--- config.mk ---
export PLATFORM = sky130hd
export DESIGN_NAME = schedule_writer
export DESIGN_NICKNAME = d
export VERILOG_FILES = /design/src/rtl/schedule_writer_pkg.sv /design/src/rtl/schedule_writer_mem.sv /design/src/rtl/schedule_writer.sv
export SDC_FILE = /design/constraint.sdc
export NUM_CORES = 1
export LEC_CHECK = 0
export ABC_AREA = 1
export CAP_MARGIN = 20
export CORE_AREA = 2 2 122 124
export DETAILED_ROUTE_END_ITERATION = 10
export DIE_AREA = 0 0 124 126
export GPL_TIMING_DRIVEN = 0
export PLACE_DENSITY = 0.76
export SLEW_MARGIN = 20
export SYNTH_ARGS = -nofsm -noshare
export SYNTH_HDL_FRONTEND = slang
export SYNTH_SLANG_ARGS = --single-unit
--- constraint.sdc ---
create_clock -name clk -period 3.35 [get_ports clk]
set_clock_uncertainty 0.15 [all_clocks]
set_input_delay 0.5025 -clock clk [delete_from_list [all_inputs] [get_ports clk]]
set_output_delay 0.5025 -clock clk [all_outputs]
set_load 0.05 [all_outputs]
--- src/rtl/schedule_writer_pkg.sv ---
`default_nettype none
// ------------------------------------------------------------------------
// schedule_writer_pkg: shared sizes, state codes and entry helpers, rev 1.0
// ------------------------------------------------------------------------
package schedule_writer_pkg;

  localparam int DEPTH   = 16;
  localparam int ENTRY_W = 8;
  localparam int ADDR_W  = $clog2(DEPTH);
  localparam int CNT_W   = ADDR_W + 1;

  typedef logic [1:0] state_t;
  localparam state_t ST_IDLE  = 2'd0;
  localparam state_t ST_WRITE = 2'd1;
  localparam state_t ST_CLEAR = 2'd2;

  localparam logic [ENTRY_W-1:0] EMPTY_ENTRY = 8'h00;

  function automatic logic [3:0] entry_id(input logic [ENTRY_W-1:0] e);
    return e[7:4];
  endfunction

  function automatic logic [3:0] entry_dur(input logic [ENTRY_W-1:0] e);
    return e[3:0];
  endfunction

  // A slot holds a prescription only when its duration is nonzero.
  function automatic logic entry_valid(input logic [ENTRY_W-1:0] e);
    return entry_dur(e) != 4'd0;
  endfunction

endpackage
`default_nettype wire

--- src/rtl/schedule_writer_mem.sv ---
`default_nettype none
// ------------------------------------------------------------------------
// schedule_mem: register array, one write port, registered read, rev 1.0
// ------------------------------------------------------------------------
module schedule_mem
  import schedule_writer_pkg::*;
#(
  parameter int MEM_DEPTH = 16,
  parameter int MEM_W     = 8,
  parameter int MEM_AW    = 4
) (
  input  logic              clk,
  input  logic              rst_n,
  input  logic              we,
  input  logic [MEM_AW-1:0] waddr,
  input  logic [MEM_W-1:0]  wdata,
  output logic [MEM_W-1:0]  wold,
  input  logic [MEM_AW-1:0] raddr,
  output logic [MEM_W-1:0]  rdata
);

  logic [MEM_W-1:0] mem_q [MEM_DEPTH];
  logic [MEM_W-1:0] mem_d [MEM_DEPTH];
  logic [MEM_W-1:0] rdata_q, rdata_d;

  // Reads sample the pre-edge array, so a same-slot write is not visible yet.
  always_comb begin
    mem_d = mem_q;
    if (we) mem_d[waddr] = wdata;
    rdata_d = mem_q[raddr];
  end

  always_ff @(posedge clk or negedge rst_n) begin
    if (!rst_n) begin
      for (int i = 0; i < MEM_DEPTH; i++) mem_q[i] <= '0;
      rdata_q <= '0;
    end else begin
      mem_q   <= mem_d;
      rdata_q <= rdata_d;
    end
  end

  assign wold  = mem_q[waddr];
  assign rdata = rdata_q;

endmodule
`default_nettype wire

--- src/rtl/schedule_writer.sv ---
`default_nettype none
// ------------------------------------------------------------------------
// schedule_writer: run-time programmable schedule store with count, rev 1.0
// ------------------------------------------------------------------------
module schedule_writer
  import schedule_writer_pkg::*;
#(
  parameter int DEPTH   = schedule_writer_pkg::DEPTH,
  parameter int ENTRY_W = schedule_writer_pkg::ENTRY_W
) (
  input  logic                     clk,
  input  logic                     rst_n,
  input  logic [$clog2(DEPTH)-1:0] wr_addr,
  input  logic [ENTRY_W-1:0]       wr_entry,
  input  logic                     write_pulse,
  input  logic                     clear_pulse,
  input  logic [$clog2(DEPTH)-1:0] rd_addr,
  output logic [ENTRY_W-1:0]       rd_data,
  output logic                     busy,
  output logic                     wr_ack,
  output logic                     wr_rej,
  output logic [$clog2(DEPTH):0]   entry_count
);

  localparam int AW = $clog2(DEPTH);
  localparam int CW = AW + 1;

  state_t             state_q, state_d;
  logic [AW-1:0]      hold_addr_q, hold_addr_d;
  logic [ENTRY_W-1:0] hold_entry_q, hold_entry_d;
  logic [AW-1:0]      clr_ptr_q, clr_ptr_d;
  logic [CW-1:0]      count_q, count_d;
  logic               wr_ack_q, wr_ack_d;
  logic               wr_rej_q, wr_rej_d;

  logic               mem_we;
  logic [AW-1:0]      mem_waddr;
  logic [ENTRY_W-1:0] mem_wdata;
  logic [ENTRY_W-1:0] mem_old;
  logic               old_valid, new_valid;

  always_comb begin
    state_d      = state_q;
    hold_addr_d  = hold_addr_q;
    hold_entry_d = hold_entry_q;
    clr_ptr_d    = clr_ptr_q;
    count_d      = count_q;
    wr_ack_d     = 1'b0;
    wr_rej_d     = 1'b0;
    mem_we       = 1'b0;
    mem_waddr    = hold_addr_q;
    mem_wdata    = hold_entry_q;
    old_valid    = entry_valid(mem_old);
    new_valid    = entry_valid(hold_entry_q);

    case (state_q)
      ST_IDLE: begin
        // Clear has priority; a simultaneous write request is refused.
        if (clear_pulse) begin
          state_d   = ST_CLEAR;
          clr_ptr_d = '0;
          wr_rej_d  = write_pulse;
        end else if (write_pulse) begin
          hold_addr_d  = wr_addr;
          hold_entry_d = wr_entry;
          state_d      = ST_WRITE;
        end
      end

      ST_WRITE: begin
        mem_we   = 1'b1;
        wr_ack_d = 1'b1;
        wr_rej_d = write_pulse;
        if (!old_valid && new_valid && count_q != CW'(DEPTH)) begin
          count_d = count_q + 1'b1;
        end else if (old_valid && !new_valid && count_q != '0) begin
          count_d = count_q - 1'b1;
        end
        state_d = ST_IDLE;
      end

      ST_CLEAR: begin
        mem_we    = 1'b1;
        mem_waddr = clr_ptr_q;
        mem_wdata = EMPTY_ENTRY;
        clr_ptr_d = clr_ptr_q + 1'b1;
        wr_rej_d  = write_pulse;
        if (clr_ptr_q == AW'(DEPTH - 1)) begin
          count_d = '0;
          state_d = ST_IDLE;
        end
      end

      default: state_d = ST_IDLE;
    endcase
  end

  always_ff @(posedge clk or negedge rst_n) begin
    if (!rst_n) begin
      state_q      <= ST_IDLE;
      hold_addr_q  <= '0;
      hold_entry_q <= '0;
      clr_ptr_q    <= '0;
      count_q      <= '0;
      wr_ack_q     <= 1'b0;
      wr_rej_q     <= 1'b0;
    end else begin
      state_q      <= state_d;
      hold_addr_q  <= hold_addr_d;
      hold_entry_q <= hold_entry_d;
      clr_ptr_q    <= clr_ptr_d;
      count_q      <= count_d;
      wr_ack_q     <= wr_ack_d;
      wr_rej_q     <= wr_rej_d;
    end
  end

  schedule_mem #(
    .MEM_DEPTH (DEPTH),
    .MEM_W     (ENTRY_W),
    .MEM_AW    (AW)
  ) u_mem (
    .clk   (clk),
    .rst_n (rst_n),
    .we    (mem_we),
    .waddr (mem_waddr),
    .wdata (mem_wdata),
    .wold  (mem_old),
    .raddr (rd_addr),
    .rdata (rd_data)
  );

  assign busy        = (state_q != ST_IDLE);
  assign wr_ack      = wr_ack_q;
  assign wr_rej      = wr_rej_q;
  assign entry_count = count_q;

endmodule
`default_nettype wire

==> results.py, run 1 <==
metrics = {
    "clock_network": {
        "ctsLongestPathBuffers": 2,
        "cts_root_buffer": "clkbuf_16",
        "numCtsBuffers": 17,
        "htree_num_levels": 4,
        "clock_latency_ns": 0.44,
        "cts.sinks": 161,
        "cts_tree": "done",
        "clk_pin_slew_worst_paths_ns": 0.06,
    },
    "detailed_routing": {
        "via_per_inst": 5.85,
        "vias": 7934,
        "wirelength_um": 26600,
        "dr.pass1.iters": 6,
        "drt_iter0_drc": 1030,
        "avgRoutedWirePerCell_um": 19.6,
        "ant_nets": 0,
        "drc": 0,
    },
    "floorplan": {
        "fp-row-count": 44,
        "start_util_pct": 57.5,
        "die-area_mm2": 0.0156,
        "die-width_um": 124,
        "coreArea_mm2": 0.0143,
        "die_y_um": 126,
        "num_io_pins": 36,
    },
    "pwr": {
        "p_leak_nw": 4.58,
        "switching_power_w": 0.00493,
        "p_clk_share_pct": 17.6,
        "power.density_mw_per_mm2": 1090,
        "share_comb_of_total_power_pct": 52.6,
        "seq_power_share_pct": 29.8,
        "p_sw_share_pct": 46.2,
        "internal_power_w": 0.00573,
        "ir_worst_vdd_v": 0.00118,
    },
    "placement": {
        "gp_congestion": 0.991,
        "io_buffer_count": 31,
        "place_hpwl_um": 17800,
    },
    "status": {
        "outcome": "completed",
    },
    "layout": {
        "multi_input_area_mm2": 0.00373,
        "fill_cells": 1196,
        "seqCellArea_mm2": 0.00403,
        "fin_nets": 1189,
        "drive_above_1_share_pct": 10.3,
        "final_util_pct": 68.2,
        "antenna_cells": 0,
        "area_growth_pct": 18.5,
    },
    "global_route": {
        "use_met3_pct": 8.02,
        "antenna_found_initial": 0,
        "grt_use_met2_pct": 53.8,
        "grt.met1_usage_pct": 47.9,
        "grt_start_max_net_pins": 86,
        "grt_overflow": 0,
        "busiest_layer": "met2",
        "grtUsageTotal_pct": 35.4,
        "grt_pass1_wl_um": 41300,
        "grt_pass1_vias": 7701,
    },
    "setup_path": {
        "max_stage_delay_ns": 0.40,
        "start_kind": "register",
        "critical_path.slowest_cell": "dfrtp_1",
        "critPathRequiredTime_ns": 3.56,
        "crit_top_cell": "nand2_1",
        "critPathMaxFanout": 10,
        "crit_path_end_kind": "register",
        "cp_cell_sequence": "inv_2, ha_4, o21ai_1, buf_6, buf_4, nand2_1, nand2_1, nand2_1, nand2_2, nor2_4, nand2_2, nor2_4, nand2_4, fa_2, a21oi_2, o21bai_1, xor2_1, inv_1, nand2_1, nand3_1, o21ai_1",
        "critical_path_class": "reg -> reg",
        "cp.arrival_ns": 3.46,
    },
    "sta": {
        "hold_viol_final": 0,
        "fin_crit_sh_pct": 97.1,
        "rsz0062_at_grt": "true",
        "drv_slew": 0,
        "setup_viol": 0,
        "max_freq_mhz": 308,
        "tightest_slew_ns": 0.858,
        "hold_ws_ns": 0.337,
        "slew-limit-headroom_pct": 42.8,
        "fin_crit_ns": 3.25,
    },
    "logic_synthesis": {
        "avgSynthCellArea_um2": 7.57,
        "synthCells": 1088,
        "ys_ff_latch": 161,
        "synth_fp_nets": 1118,
        "seq_area_frac_synth_pct": 48.9,
        "synth_cell_type_count": 32,
        "synthesis.area_mm2": 0.00824,
        "yosys_warnings": 0,
    },
    "min_path": {
        "hp-class": "reg -> reg",
    },
    "run": {
        "cap_violations": 0,
    },
}
-- cells in the final DEF (no fill, tap or decap), types with 3 or more instances in the layout --
cell	n
nand2_1	330
o21ai_0	197
dfrtp_1	161
inv_1	94
a21oi_1	67
nor2_1	53
nand3_1	52
clkbuf_1	34
clkdlybuf4s50_1	30
buf_4	23
clkbuf_16	19
nand2_2	14
mux2_2	9
buf_2	8
ha_1	7
o21ai_1	6
nor2_4	5
clkinvlp_4	5
o211ai_1	4
inv_2	4
nor2_2	4
buf_1	3
nand2_4	3
buf_12	3
buf_6	3
-- sequential cells by signal, summed over array words and instances (netlist names) --
| name | count |
|---|---|
| u_mem.mem_q | 128 |
| wr_rej | 1 |
| hold_entry_q | 8 |
| hold_addr_q | 4 |
| wr_ack | 1 |
| entry_count | 5 |
| u_mem.rdata | 8 |
| clr_ptr_q | 4 |
| state_q | 2 |
-- power by group through the flow --
stage                     clock, W  sequential (W)  combinational [W]
final                      0.00187         0.00318            0.00561
after global routing       0.00196         0.00326            0.00613
after CTS                  0.00187         0.00315            0.00477
after detailed placement         0         0.00317            0.00453
after global placement           0         0.00316            0.00444
after floorplan                  0         0.00326            0.00297
-- final cells by class --
type	instances	area share (%)
flip-flops and latches	161	41.3
multi-input cells	774	38.2
repair buffers	51	5.36
clock buffers	21	4.61
inverters	99	3.86
plain buffers	55	3.22
well taps	184	2.36
clock inverters	11	1.09
-- stage by stage --
stage,std cells,area [um2],TNS (ns),power [W],setup slack (ns)
floorplan,1088,8240,0,0.00623,0.303
global placement,1303,8780,-788.54,0.00760,-4.90
detailed placement,1304,8810,-0.855,0.00770,-0.440
CTS,1341,9480,0,0.00979,0.0143
global route,1356,9760,-0.282,0.0113,-0.172
finish,1356,9760,0,0.0107,0.0982
-- path summary, 6_finish.rpt --
path / from / endpoint / slack [ns] / cells after the start
worst min register to register: u_mem.mem_q[23] / u_mem.mem_q[23] / 0.34 / 2
max in group asynchronous: rst_n / hold_entry_q[7] / 1.74 / 3
worst max-delay path: state_q[0] / entry_count[4] / 0.1 / 21
worst min-delay path: u_mem.mem_q[23] / u_mem.mem_q[23] / 0.34 / 2
min in group asynchronous: rst_n / u_mem.mem_q[30] / 0.50 / 2
worst max register to register: state_q[0] / entry_count[4] / 0.1 / 21
-- cells by family after synthesis --
logic type      Yosys count  synth area share [%]
buf+inv                 154                  7.60
flops                   161                  48.9
fa+ha+maj                10                  1.61
mux                       9                  1.23
simple gates            469                  22.9
compound gates          284                  17.6
xor+xnor                  1                 0.106
-- worst max-delay path: cells and delay by family, from the launching register on --
| kind | cells | cell delay [ns] |
|---|---|---|
| simple gates | 10 | 0.87 |
| fa+ha+maj | 2 | 0.58 |
| buf+inv | 4 | 0.53 |
| compound gates | 4 | 0.48 |
| flops | 1 | 0.40 |
| xor+xnor | 1 | 0.17 |
-- cells in the mapped netlist (all sizes together) --
cell / number / share of area [%]
ha: 9 / 1.4
a21oi: 68 / 4.1
a211oi: 2 / 0.18
nor4: 2 / 0.15
o22ai: 2 / 0.15
nand2: 348 / 16
nor3: 2 / 0.24
mux2: 9 / 1.2
o21bai: 2 / 0.18
xor2: 1 / 0.11
or2: 1 / 0.076
clkbuf: 31 / 1.4
nand3: 52 / 3.2
o21ai: 204 / 12
and3: 1 / 0.076
o211ai: 4 / 0.36
dfrtp: 161 / 49
nand4: 1 / 0.076
fa: 1 / 0.24
buf: 24 / 1.7
a21o: 2 / 0.18
inv: 99 / 4.5
nor2: 62 / 3.0
-- what timing repair did --
action	in CTS	in global routing
hold buffers	1	0
buffers inserted	4	12
endpoints found under the hold margin	84	0
pin swaps	6	16
endpoints found under the setup margin	3	2
cloned	0	3
resized for setup	21	36
-- routing by layer --
layer,vias up,share of wire (%),routed length [um]
met2,492,45,12100
met4,0,4.3,1130
met3,103,11,2930
li1,3659,-,-
met5,-,0,0
met1,3680,39,10400
Power figures use the tool's default switching activity.
==> inputs of run 2 (changes only) <==
--- a/config.mk
+++ b/config.mk
@@ -7,11 +7,11 @@
 export LEC_CHECK = 0
 export ABC_AREA = 1
 export CAP_MARGIN = 20
-export CORE_AREA = 2 2 122 124
+export CORE_AREA = 2 2 126 128
 export DETAILED_ROUTE_END_ITERATION = 10
-export DIE_AREA = 0 0 124 126
+export DIE_AREA = 0 0 128 130
 export GPL_TIMING_DRIVEN = 0
-export PLACE_DENSITY = 0.76
+export PLACE_DENSITY = 0.75
 export SLEW_MARGIN = 20
 export SYNTH_ARGS = -nofsm -noshare
 export SYNTH_HDL_FRONTEND = slang
==> constraint.sdc (replaced) <==
create_clock -name clk -period 2.7 [get_ports clk]
set_clock_uncertainty 0.15 [all_clocks]
set_input_delay 0.405 -clock clk [delete_from_list [all_inputs] [get_ports clk]]
set_output_delay 0.405 -clock clk [all_outputs]
set_load 0.05 [all_outputs]
==> results.py, run 2 (synthesized netlist as in run 1, its figures left out) <==
metrics = {
    "detailed_routing": {
        "drc": 0,
        "drt_iter0_drc": 911,
        "dr.pass1.iters": 7,
        "via_per_inst": 5.84,
        "avgRoutedWirePerCell_um": 19.5,
        "wirelength_um": 26800,
        "vias": 8010,
        "ant_nets": 0,
    },
    "floorplan": {
        "start_util_pct": 53.4,
        "fp-row-count": 46,
        "coreArea_mm2": 0.0154,
        "num_io_pins": 36,
        "die_y_um": 130,
        "die-area_mm2": 0.0166,
        "die-width_um": 128,
    },
    "sta": {
        "tightest_slew_ns": 0.730,
        "drv_slew": 0,
        "fin_crit_sh_pct": 124,
        "hold_viol_final": 0,
        "hold_ws_ns": 0.252,
        "rsz0062_at_grt": "true",
        "slew-limit-headroom_pct": 51.3,
        "fin_crit_ns": 3.34,
        "max_freq_mhz": 299,
        "setup_slack_ns": -0.641,
        "setup_tns_ns": -2.99,
        "setup_viol": 24,
    },
    "placement": {
        "gp_congestion": 0.995,
        "dp_slack_ns": -0.728,
        "place_hpwl_um": 17800,
        "io_buffer_count": 31,
        "post_dp_cell_area_mm2": 0.00884,
    },
    "global_route": {
        "grtUsageTotal_pct": 33.4,
        "grt_overflow": 0,
        "grt.met1_usage_pct": 46.3,
        "grt_start_max_net_pins": 87,
        "antenna_found_initial": 0,
        "grt_pass1_vias": 7581,
        "busiest_layer": "met2",
        "grt_use_met2_pct": 51.9,
        "use_met3_pct": 6.56,
        "grt_pass1_wl_um": 41600,
    },
    "layout": {
        "stdcell_area_mm2": 0.00998,
        "fin_nets": 1197,
        "fill_cells": 1370,
        "largest_register_ffs": 128,
        "antenna_cells": 0,
        "regMostFlops": "u_mem.mem_q",
        "final_common_cell": "nand2_1",
        "drive_above_1_share_pct": 11.9,
        "final_util_pct": 64.7,
        "area_growth_pct": 21.2,
        "final_cell_mix": "335 x nand2_1, 196 x o21ai_0, 161 x dfrtp_1",
    },
    "setup_path": {
        "critPathMaxFanout": 7,
        "critical_path.slowest_cell": "fa_2",
        "crit_path_end_kind": "register",
        "crit_top_cell": "nand2_1",
        "critical_path_class": "reg -> reg",
        "max_stage_delay_ns": 0.40,
        "critPathRequiredTime_ns": 2.91,
        "cp_cell_sequence": "inv_2, ha_4, inv_6, nand2_8, nand2_8, buf_8, nand2_2, nand2_1, nand2_1, nand2_1, nand2_1, nand2_2, nor2_4, nand2_2, nor2_4, nand2_4, fa_2, a21oi_2, o21bai_1, xor2_1, inv_1, nand2_1, nand3_1, o21ai_1",
        "cp.arrival_ns": 3.55,
        "start_kind": "register",
    },
    "status": {
        "outcome": "finished with violations",
        "violations": "negative setup slack",
    },
    "pwr": {
        "power.density_mw_per_mm2": 1430,
        "p_leak_nw": 4.64,
        "ir_worst_vdd_v": 0.00215,
    },
    "clock_network": {
        "cts.sinks": 161,
        "ctsLongestPathBuffers": 2,
        "clk_pin_slew_worst_paths_ns": 0.06,
        "cts_root_buffer": "clkbuf_16",
        "numCtsBuffers": 17,
        "cts_tree": "done",
        "htree_num_levels": 4,
        "clock_latency_ns": 0.43,
    },
    "min_path": {
        "hp-class": "in -> reg",
    },
    "run": {
        "cap_violations": 0,
    },
}
## run 2: critical path: cells and delay by family (launching register included)
| kind | cells | cell delay, ns |
|---|---|---|
| AND/OR/NAND/NOR | 14 | 1.21 |
| adder cells (fa/ha/maj) | 2 | 0.60 |
| flip-flops | 1 | 0.39 |
| buffers and inverters | 4 | 0.36 |
| AO/OA/AOI/OAI | 3 | 0.36 |
| XOR/XNOR | 1 | 0.20 |
## run 2: worst paths after layout
kind / from / endpoint / slack (ns) / depth (start not counted)
min reg2reg: u_mem.mem_q[22] / u_mem.mem_q[22] / 0.34 / 2
max: state_q[0] / entry_count[4] / -0.64 / 24
min: rd_addr[3] / u_mem.rdata[7] / 0.25 / 3
min in group asynchronous: rst_n / u_mem.mem_q[70] / 0.36 / 2
max reg2reg: state_q[0] / entry_count[4] / -0.64 / 24
max in group asynchronous: rst_n / u_mem.mem_q[62] / 1.23 / 3
## run 2: layer usage
layer / vias up / share of wire (%)
met2: 475 / 45
li1: 3683 / -
met5: - / 0
met4: 0 / 3.3
met1: 3768 / 41
met3: 84 / 10
## run 2: area by class of cell
class,count,area [um2],area share (%)
Buffer,55,287,2.87
Clock inverter,12,183,1.83
Inverter,99,384,3.85
Clock buffer,20,437,4.37
Multi-Input combinational cell,774,3820,38.2
Timing Repair Buffer,59,608,6.09
Tap cell,192,240,2.41
Sequential cell,161,4030,40.4
## run 2: timing repair
item	4_1_cts	5_1_grt
endpoints found under the setup margin	61	91
buffers inserted	18	7
cloned	1	2
resized for setup	37	29
hold buffers	1	0
hold endpoints to repair	75	0
pin swaps	21	8
## run 2: per-stage QoR
step	total power (W)	std cells
after floorplan	0.00781	1088
after global placement	0.00948	1311
after detailed placement	0.00962	1312
after CTS	0.0132	1363
after global routing	0.0152	1372
final	0.0143	1372
## run 2: where the power goes
| part | leakage [nW] | switching [W] | total [W] | internal (W) |
|---|---|---|---|---|
| registers | 2.10 | 0.000637 | 0.00399 | 0.00336 |
| clock network | 0.291 | 0.00102 | 0.00258 | 0.00155 |
| logic | 2.25 | 0.00477 | 0.00773 | 0.00296 |
| total | 4.64 | 0.00643 | 0.0143 | 0.00787 |
==> inputs of run 3 (changes only) <==
--- a/config.mk
+++ b/config.mk
@@ -16,3 +16,4 @@
 export SYNTH_ARGS = -nofsm -noshare
 export SYNTH_HDL_FRONTEND = slang
 export SYNTH_SLANG_ARGS = --single-unit
+export TNS_END_PERCENT = 10
==> results.py, run 3 (synthesized netlist as in run 1, its figures left out) <==
metrics = {
    "clock_network": {
        "ctsLongestPathBuffers": 2,
        "cts.sinks": 161,
        "htree_num_levels": 4,
        "clock_latency_ns": 0.44,
        "cts_root_buffer": "clkbuf_16",
        "cts_tree": "done",
        "clk_pin_slew_worst_paths_ns": 0.06,
        "numCtsBuffers": 17,
    },
    "detailed_routing": {
        "via_per_inst": 6.00,
        "avgRoutedWirePerCell_um": 20.2,
        "ant_nets": 0,
        "drc": 0,
        "drt_iter0_drc": 1255,
        "wirelength_um": 27500,
        "dr.pass1.iters": 6,
        "vias": 8174,
    },
    "min_path": {
        "hp-class": "in -> reg",
    },
    "run": {
        "cap_violations": 0,
    },
    "pwr": {
        "ir_worst_vdd_v": 0.00157,
        "power_w": 0.0143,
        "power.density_mw_per_mm2": 1430,
        "p_leak_nw": 4.63,
    },
    "sta": {
        "drv_slew": 0,
        "slew-limit-headroom_pct": 47.7,
        "tightest_slew_ns": 0.784,
        "setup_viol": 36,
        "setup_tns_ns": -3.64,
        "fin_crit_ns": 3.39,
        "rsz0062_at_grt": "true",
        "setup_slack_ns": -0.686,
        "fin_crit_sh_pct": 125,
        "max_freq_mhz": 295,
        "hold_viol_final": 0,
    },
    "setup_path": {
        "crit_path_end": "entry_count[4]",
        "start_kind": "register",
        "critPathMaxFanout": 8,
        "r2r-end": "entry_count[4]",
        "worst-r2r-cell-count": 24,
        "crit_start": "state_q[0]",
        "crit_path_end_kind": "register",
        "cp.buffers_inverters": 4,
        "path_depth": 24,
        "critPathRequiredTime_ns": 2.92,
        "crit_top_cell": "nand2_1",
        "cp.arrival_ns": 3.61,
        "cp_cell_sequence": "inv_2, ha_4, inv_6, nand2_8, nand2_8, clkbuf_16, nand2_1, nand2_1, nand2_1, nand2_1, nand2_1, nand2_2, nor2_4, nand2_4, nor2_4, nand2_4, fa_2, a21oi_2, o21bai_1, xor2_1, inv_1, nand2_2, nand3_2, o21ai_2",
        "critical_path.slowest_cell": "dfrtp_1",
        "max_stage_delay_ns": 0.40,
        "critical_path_class": "reg -> reg",
        "cp_top_family": "simple AND/OR/NAND/NOR gates",
        "r2r_slack_ns": -0.69,
        "timing.rr.start": "state_q[0]",
    },
    "layout": {
        "regMostFlops": "u_mem.mem_q",
        "antenna_cells": 0,
        "final_cell_mix": "323 x nand2_1, 197 x o21ai_0, 161 x dfrtp_1",
        "drive_above_1_share_pct": 12.8,
        "fin_nets": 1189,
        "final_common_cell": "nand2_1",
        "area_growth_pct": 21.3,
        "largest_register_ffs": 128,
    },
    "floorplan": {
        "coreArea_mm2": 0.0154,
        "fp-row-count": 46,
        "num_io_pins": 36,
        "die-width_um": 128,
        "start_util_pct": 53.4,
        "die_y_um": 130,
        "die-area_mm2": 0.0166,
    },
    "global_route": {
        "grt_start_max_net_pins": 90,
        "grt_overflow": 0,
        "grtUsageTotal_pct": 34.2,
        "antenna_found_initial": 0,
        "grt_pass1_wl_um": 42500,
        "grt_pass1_vias": 7630,
    },
    "status": {
        "violations": "negative setup slack",
        "outcome": "finished with violations",
    },
    "placement": {
        "dp_slack_ns": -0.756,
        "gp_congestion": 1.03,
        "place_hpwl_um": 18000,
        "io_buffer_count": 31,
    },
}
-- run 3: changes by cell type in the layout (fill, tap and decap cells not counted), moves of 3 or more --
cell      before  now
buf_6          3    7
nand2_1      335  323
buf_4         28   20
o21ai_1        7    4
clkbuf_1      34   30
nand2_2        8   18
o21ai_2        0    3
-- run 3: final cells by class --
class,count,area (um2)
multi-input combinational,773,3850
clock inverter,12,180
timing repair buffer,52,533
fill,1321,5430
inverter,99,392
tap,192,240
sequential,161,4030
clock buffer,19,453
buffer,55,317
-- run 3: worst min-delay path, cell delays in order --
cell and delay, ns:
clkbuf_1 0.19, nand3_1 0.13, nand2_1 0.06
-- run 3: worst min path at each step --
stage,start,endpoint,slack (ns),depth (start not counted)
4_1_cts,rd_addr[3],u_mem.rdata[7],0.24,3
3_5_place_dp,rst_n,u_mem.mem_q[54],0.31,1
2_1_floorplan,rst_n,clr_ptr_q[0],-0.04,0
5_1_grt,rd_addr[3],u_mem.rdata[7],0.27,3
3_3_place_gp,u_mem.mem_q[118],u_mem.mem_q[118],0.32,2
6_report,rd_addr[3],u_mem.rdata[5],0.24,3
-- run 3: what timing repair did --
action / CTS / global route
pin swaps: 19 / 19
resized for setup: 37 / 53
gates cloned: 0 / 2
endpoints found under the hold margin: 88 / 0
hold buffers: 1 / 0
setup endpoints to repair: 72 / 112
buffers inserted: 13 / 4
-- run 3: power by group --
group / internal (W) / leakage [nW] / switching, W
sequential: 0.00336 / 2.10 / 0.000656
combinational: 0.00282 / 2.22 / 0.00486
clock: 0.00160 / 0.306 / 0.00102
-- run 3: metrics by stage --
| step | util, % | hold WS, ns | std cells | area [um2] |
|---|---|---|---|---|
| after floorplan | - | -0.0406 | 1088 | 8260 |
| after global placement | 57.1 | 0.316 | 1311 | 8810 |
| after detailed placement | 57.3 | 0.315 | 1312 | 8840 |
| after CTS | 63.1 | 0.244 | 1357 | 9730 |
| after global routing | 64.8 | 0.274 | 1363 | 9990 |
| final | 64.8 | 0.242 | 1363 | 9990 |
-- run 3: routing by layer --
metal | share of wire, % | vias up | global-route usage (%)
li1 | - | 3666 | -
met2 | 46 | 558 | 53.1
met3 | 12 | 98 | 8.32
met1 | 39 | 3852 | 46.3
met5 | 0 | - | 0
met4 | 3.6 | 0 | 14.5
